[config.mk]
export PLATFORM = sky130hd
export DESIGN_NAME = lane_power_sum
export DESIGN_NICKNAME = d
export VERILOG_FILES = /design/src/rtl/lane_power_pkg.sv /design/src/rtl/lane_power_sum_lane_square.sv /design/src/rtl/lane_power_sum.sv
export SDC_FILE = /design/constraint.sdc
export NUM_CORES = 2
export LEC_CHECK = 0
export BUFFER_PORTS_ARGS = -buffer_cell sky130_fd_sc_hd__buf_2
export CORE_ASPECT_RATIO = 1.5
export CORE_MARGIN = 1.5
export CORE_UTILIZATION = 52
export DETAILED_ROUTE_END_ITERATION = 10
export GPL_TIMING_DRIVEN = 0
export PLACE_DENSITY = 0.74
export SYNTH_ARGS = -nofsm -noshare
export SYNTH_HDL_FRONTEND = slang
export SYNTH_SLANG_ARGS = --single-unit
[constraint.sdc]
create_clock -name s00_axis_aclk -period 9.7 [get_ports s00_axis_aclk]
set_clock_uncertainty 0.15 [all_clocks]
set_input_delay 1.94 -clock s00_axis_aclk [delete_from_list [all_inputs] [get_ports s00_axis_aclk]]
set_output_delay 1.94 -clock s00_axis_aclk [all_outputs]
set_load 0.1 [all_outputs]
[src/rtl/lane_power_pkg.sv]
// Shared widths and saturation helpers for the lane power pipeline.
package lane_power_pkg;

    localparam int MAXW = 128;

    typedef logic [MAXW-1:0] wide_t;

    typedef struct packed {
        logic valid;
        logic last;
    } beat_ctl_t;

    function automatic int sum_width(input int lane_width, input int lanes);
        return 2 * lane_width + $clog2(lanes);
    endfunction

    function automatic logic sat_flag(input wide_t v, input int ow);
        return (v >> ow) != '0;
    endfunction

    function automatic wide_t sat_val(input wide_t v, input int ow);
        wide_t lim;
        lim = (wide_t'(1) << ow) - wide_t'(1);
        return sat_flag(v, ow) ? lim : v;
    endfunction

endpackage

[src/rtl/lane_power_sum_lane_square.sv]
// Registered signed square of one lane.
module lane_square #(
    parameter int LANE_WIDTH = 16
) (
    input  logic                    clk,
    input  logic                    rst,
    input  logic                    en,
    input  logic [LANE_WIDTH-1:0]   lane,
    output logic [2*LANE_WIDTH-1:0] sq
);

    logic signed [2*LANE_WIDTH-1:0] lane_x;
    logic signed [2*LANE_WIDTH-1:0] prod;

    // The true square fits in 2*LANE_WIDTH-1 bits, so the truncated product is exact.
    assign lane_x = {{LANE_WIDTH{lane[LANE_WIDTH-1]}}, lane};
    assign prod   = lane_x * lane_x;

    always_ff @(posedge clk or posedge rst) begin
        if (rst) begin
            sq <= '0;
        end else if (en) begin
            sq <= prod;
        end
    end

endmodule

[src/rtl/lane_power_sum.sv]
// Sum of squared signed lanes per beat or per packet, saturated to OUT_WIDTH.
module lane_power_sum
    import lane_power_pkg::*;
#(
    parameter int LANES      = 2,
    parameter int LANE_WIDTH = 16,
    parameter int OUT_WIDTH  = 32,
    parameter int ACCUM      = 0
) (
    input  logic                        s00_axis_aclk,
    input  logic                        s00_axis_areset,
    input  logic                        s00_axis_tvalid,
    input  logic                        s00_axis_tlast,
    input  logic [LANES*LANE_WIDTH-1:0] s00_axis_tdata,
    output logic                        s00_axis_tready,
    input  logic                        m00_axis_tready,
    output logic                        m00_axis_tvalid,
    output logic                        m00_axis_tlast,
    output logic [OUT_WIDTH-1:0]        m00_axis_tdata,
    output logic [OUT_WIDTH/8-1:0]      m00_axis_tstrb,
    output logic                        m00_axis_tuser
);

    localparam int SW = sum_width(LANE_WIDTH, LANES);
    localparam int AW = OUT_WIDTH + 1;

    logic                    enable;
    logic [2*LANE_WIDTH-1:0] sq [LANES];
    beat_ctl_t               s1;
    beat_ctl_t               s2;
    logic [SW-1:0]           lane_sum;
    logic [SW-1:0]           sum2;
    logic [AW-1:0]           acc;
    logic                    ovf;
    wide_t                   total;
    logic                    out_valid_d;
    logic                    out_last_d;
    logic                    out_user_d;
    logic [OUT_WIDTH-1:0]    out_data_d;

    assign enable          = !m00_axis_tvalid || m00_axis_tready;
    assign s00_axis_tready = enable;
    assign m00_axis_tstrb  = {(OUT_WIDTH/8){m00_axis_tvalid}};

    for (genvar k = 0; k < LANES; k++) begin : g_lane
        lane_square #(
            .LANE_WIDTH(LANE_WIDTH)
        ) u_sq (
            .clk  (s00_axis_aclk),
            .rst  (s00_axis_areset),
            .en   (enable),
            .lane (s00_axis_tdata[k*LANE_WIDTH +: LANE_WIDTH]),
            .sq   (sq[k])
        );
    end

    always_ff @(posedge s00_axis_aclk or posedge s00_axis_areset) begin
        if (s00_axis_areset) begin
            s1 <= '0;
        end else if (enable) begin
            s1.valid <= s00_axis_tvalid;
            s1.last  <= s00_axis_tlast;
        end
    end

    always_comb begin
        lane_sum = '0;
        for (int k = 0; k < LANES; k++) begin
            lane_sum = lane_sum + SW'(sq[k]);
        end
    end

    always_ff @(posedge s00_axis_aclk or posedge s00_axis_areset) begin
        if (s00_axis_areset) begin
            s2   <= '0;
            sum2 <= '0;
        end else if (enable) begin
            s2   <= s1;
            sum2 <= lane_sum;
        end
    end

    always_comb begin
        total = wide_t'(sum2);
        if (ACCUM != 0) begin
            total = wide_t'(sum2) + wide_t'(acc);
        end
    end

    always_comb begin
        out_valid_d = s2.valid && ((ACCUM == 0) || s2.last);
        out_last_d  = s2.last;
        out_user_d  = sat_flag(total, OUT_WIDTH) || ((ACCUM != 0) && ovf);
        out_data_d  = OUT_WIDTH'(sat_val(total, OUT_WIDTH));
        if (out_user_d) begin
            out_data_d = '1;
        end
    end

    // A packet's tlast beat clears the accumulator in the same edge it emits.
    always_ff @(posedge s00_axis_aclk or posedge s00_axis_areset) begin
        if (s00_axis_areset) begin
            acc <= '0;
            ovf <= 1'b0;
        end else if (enable && s2.valid && (ACCUM != 0)) begin
            if (s2.last) begin
                acc <= '0;
                ovf <= 1'b0;
            end else begin
                acc <= sat_flag(total, AW) ? '1 : AW'(total);
                ovf <= ovf || sat_flag(total, OUT_WIDTH);
            end
        end
    end

    always_ff @(posedge s00_axis_aclk or posedge s00_axis_areset) begin
        if (s00_axis_areset) begin
            m00_axis_tvalid <= 1'b0;
            m00_axis_tlast  <= 1'b0;
            m00_axis_tuser  <= 1'b0;
            m00_axis_tdata  <= '0;
        end else if (enable) begin
            m00_axis_tvalid <= out_valid_d;
            m00_axis_tlast  <= out_valid_d && out_last_d;
            m00_axis_tuser  <= out_valid_d && out_user_d;
            m00_axis_tdata  <= out_valid_d ? out_data_d : '0;
        end
    end

endmodule

Word level (Yosys, flattened, before mapping)
Index checks and enable logic that the tools add are counted.
- bits in registers: 136
- output and inout bits: 40
- muxes and demuxes: 2
- reduce and logical (&&, ||, !) cells: 4
- add/subtract/negate cells: 1
- $mul: 2
- operators by type and width (cell ; number):
    multiplier 16 x 16 -> 32 bit ; 2
    two-way mux 32 bit ; 2
    adder 32 x 32 -> 33 bit ; 1
    logical AND 1 bit ; 2
    logical NOT 1 bit ; 1
    logical OR 1 bit ; 1

Longest topological paths before layout
- depth in word-level cells: 2
- gate-level depth with buffers: 25
- depth with buffers taken out: 25

Modules after synthesis
From an unflattened synthesis, not the netlist that was laid out.
- cell total of the unflattened synthesis: 2750
- area total of the unflattened synthesis: 25159.1 sq um
- modules (own cells, without submodules) (module ; sequential area each (sq um) ; cells an instance ; instances ; area an instance (sq um)):
    lane_square at g_lane[0].u_sq ; 775.7 ; 1122 ; 1 ; 10366.2
    lane_square at g_lane[1].u_sq ; 775.7 ; 1097 ; 1 ; 10232.3
    lane_power_sum ; 1801.7 ; 531 ; 1 ; 4560.6

Worst setup path after synthesis
Ideal clock, no wire load.
- path kind: input to register
- start point: in s00_axis_tdata[19]
- end point: reg g_lane[1].u_sq.sq[25]
- buffers on the path: 1
- library setup time: 0.129 ns
- stages on the path: 22
- path slack: 1.878 ns
- arrival time: 7.543 ns
- path through: clkbuf_1 -> nand2_1 -> fa_1 -> fa_1 -> fa_1 -> inv_1 -> fa_1 -> fa_1 -> inv_1 -> fa_1 -> inv_1 -> ha_1 -> a21o_1 -> a21o_1 -> or3b_1 -> a21oi_1 -> nor2_1 -> a211o_1 -> a21o_1 -> a311oi_1 -> xor2_1 -> o21ai_1
- word-level cells in the longest chain between the ends: 1
- ends and longest elaborated chain (item ; RTL line ; RTL):
    start: declaration ; lane_power_sum.sv:14 ; input logic [LANES*LANE_WIDTH-1:0] s00_axis_tdata,
    multiplier 16 x 16 -> 32 bit ; lane_power_sum_lane_square.sv:17 ; assign prod = lane_x * lane_x;
    end signal: assignment ; lane_power_sum_lane_square.sv:23 ; sq <= prod;
    end: declaration ; lane_power_sum_lane_square.sv:9 ; output logic [2*LANE_WIDTH-1:0] sq
No other way between the ends.
A chain may end at the register's enable or synchronous reset.

Worst setup path in the final report
- start point: in s00_axis_tdata[5]
- end point: reg g_lane[0].u_sq.sq[31]
- word-level cells in the longest chain between the ends: 1
- ends and longest elaborated chain (item ; RTL line):
    multiplier 16 x 16 -> 32 bit ; lane_power_sum_lane_square.sv:17
    end signal: assignment ; lane_power_sum_lane_square.sv:23
    end: declaration ; lane_power_sum_lane_square.sv:9
No other way between the ends.

==> qor.txt <==
status -> completed
Slowest-stage cell, CP -> fa_1
critical setup path kind -> input port to register
Post-CTS Hold Fix Bufs -> 0
Max Root-Sink Buffers -> 2
routed wire length -> 59.6 mm
DRT iter0 DRCs -> 874
initial antenna violation count -> 0
Routability Congestion -> 0.968
P&R area growth vs syn -> 7.27%
Post-Syn Area -> 23800 µm²
most used cell, CP -> fa_1
Post-synth EDFFs -> 0
vias post-DR -> 17500
Reg clk slew, reported paths -> 70 ps
Worst EP required -> 9830 ps
Crit path depth -> 22
Syn. warnings -> 0
Synth Area in XOR/XNOR -> 0.0394
Synth Net Count -> 3296
# port buffers -> 75
register bit total from synthesis -> 134
CTS tree -> built
reg2reg end -> sum2[31]$_DFFE_PP0P_
I/O pin count -> 77
Worst R2R Start -> g_lane[1].u_sq.sq[9]$_DFFE_PP0P_
mux contribution to synthesized area -> 0.000842
crit path to -> g_lane[0].u_sq.sq[31]$_DFFE_PP0P_
CTS buffer count -> 17
Initial Util -> 0.529
most common cell after layout, fill and taps aside -> inv_1
worst hold path type -> register to register
Synth Area in Compound Gates -> 0.0870
DP HPWL -> 50.6 mm
post-synthesis area per instance -> 9.21 µm²
maxcap violations -> 0
NumNets Final -> 3391
Setup crit end kind -> register
flop2flop setup slack -> 6420 ps
final hold violation count -> 0
global-route wire length before repair -> 98.8 mm
core area -> 44900 µm²
Synth Instances -> 2581
RSZ-0062 raised after global routing -> false
Buf+Inv Stages, Crit Path -> 5
Critical Path, Cell by Cell -> clkbuf_1, clkbuf_1, nand2_1, fa_1, inv_1, fa_1, fa_1, fa_1, fa_1, inv_1, fa_1, inv_1, ha_1, nand2_1, o21ai_0, nand4_1, o31ai_1, o221ai_1, a21oi_1, a21oi_1, xnor2_1, o21ai_0
drt pass-1 iters -> 5
Total GRT Usage -> 0.270
Async SR Flop Fraction -> 1.00
Site Rows -> 95
Arr. time, crit path -> 8900 ps
Detail Route Antenna Nets -> 0
adder-cell area share of the yosys netlist -> 0.505
relative slew slack -> 0.453
post_cts resized -> 0
Die W -> 178 µm
setup violators final -> 0
top_reg_cell synth -> dfrtp_1
via/cell ratio -> 5.36
Cell variety after synth -> 65
Final Slew Violations -> 0
antenna cells -> 0
commonest non-fill, non-tap cells in the layout -> 633 x inv_1, 468 x fa_1, 300 x nand2_1
largest net degree at the start of global routing -> 75
drt drc -> 0
Critical path origin -> s00_axis_tdata[5]
R2R cell count -> 10
sequential share of the synthesized area -> 0.141
final setup margin -> 933 ps
cell family with most CP delay -> adder cells
vias in the first global route -> 19900
CTS sink cnt -> 134
largest family of logic cells by synthesized area -> adder cells
Slew @ Worst Pin -> 821 ps
pre-CTS setup slack -> 467 ps
WL/cell -> 18.2 µm
die area -> 47000 µm²
Period minus WS final -> 8770 ps
H-tree depth -> 4
die height -> 265 µm
clk root buf -> clkbuf_16
setup_tns -> 0 ps
Post-Synth Simple-Gate Area -> 0.113
Worst-Skew Late Latency -> 420 ps
CP max stage delay -> 840 ps
grt ovf -> 0
# Post-CTS Setup Buffers -> 0
post-layout util -> 0.568
crit start category -> input port
CP max FO -> 10
fin crit share -> 0.904
layout cells sized above 1 -> 0.0521
max frequency -> 114 MHz
[cell usage after synthesis, types with 4 or more instances]
cell	count	area share
fa_1	468	0.39
a31o_2	9	0.0033
a211oi_1	8	0.0025
o21bai_1	13	0.0041
inv_1	634	0.10
nor2b_1	11	0.0029
o31ai_1	13	0.0041
a211o_1	4	0.0015
xor2_1	40	0.015
nand3_1	15	0.0032
o21a_1	12	0.0038
nor2_1	124	0.020
dfrtp_1	134	0.14
clkbuf_1	75	0.012
ha_1	210	0.11
and2_1	75	0.020
nand2_1	300	0.047
xnor2_1	67	0.025
or3_1	7	0.0018
o21ai_0	134	0.028
and3_1	8	0.0021
nor3_1	15	0.0032
a31oi_1	6	0.0016
nand2b_1	16	0.0042
nand4_1	7	0.0018
or2_2	8	0.0021
buf_4	4	0.0013
a21oi_1	93	0.020
a21o_1	22	0.0069
[per-layer routing]
metal  GRT usage  wire, µm  vias up
met4       0.118      2770        0
met1       0.299     21700     8869
met2       0.520     32800      478
met5           0         0        -
met3      0.0202      2290      161
li1            -         -     8010
[tightest hold or removal path, stage by stage, from the launching register on]
cell	delay, ps
dfrtp_1	340
nand2_1	50
nand2_1	50
[final cells by class]
| class | count | area [µm²] |
|---|---|---|
| Tap cell | 582 | 728 |
| Fill cell | 4022 | 19400 |
| Clock buffer | 18 | 429 |
| Timing Repair Buffer | 76 | 403 |
| Inverter | 637 | 2400 |
| Buffer | 83 | 328 |
| Sequential cell | 134 | 3350 |
| Clock inverter | 14 | 164 |
| Multi-Input combinational cell | 1727 | 17700 |
[registers in the layout (all words and copies together), names as in the netlist]
register         cells
g_lane.u_sq.sq      62
m00_axis_tdata      32
m00_axis_tlast       1
m00_axis_tuser       1
m00_axis_tvalid      1
out_last_d           1
out_valid_d          1
s1                   2
sum2                33
[how the worst min path moves through the flow]
stage	start	to	slack, ps	depth (start not counted)
floorplan	sum2[0]$_DFFE_PP0P_	sum2[0]$_DFFE_PP0P_	280	2
global placement	out_last_d$_DFFE_PP0P_	out_last_d$_DFFE_PP0P_	300	2
detailed placement	sum2[0]$_DFFE_PP0P_	sum2[0]$_DFFE_PP0P_	310	2
CTS	sum2[0]$_DFFE_PP0P_	sum2[0]$_DFFE_PP0P_	320	2
global route	m00_axis_tlast$_DFFE_PP0P_	m00_axis_tlast$_DFFE_PP0P_	350	2
finish	m00_axis_tlast$_DFFE_PP0P_	m00_axis_tlast$_DFFE_PP0P_	320	2
[logic make-up (layout without fill, tap and decap cells)]
family / Yosys count / count (layout)
DFF: 134 / 134
adders and majority gates: 678 / 678
buffers and inverters: 720 / 828
xor gates and xnor gates: 107 / 107
and+or+nand+nor: 598 / 598
AOI/OAI and AO/OA: 342 / 342
muxes: 2 / 2
[stage by stage]
step	std cells	instance area [µm²]	hold WS [ps]
floorplan	2581	23800	283
global placement	3238	24900	302
detailed placement	3239	24900	306
CTS	3271	25500	320
global route	3271	25500	348
finish	3271	25500	320
Power is left out: the tool's default activity adds up to more than one toggle a clock period on the data nets, which glitch-free logic cannot reach.
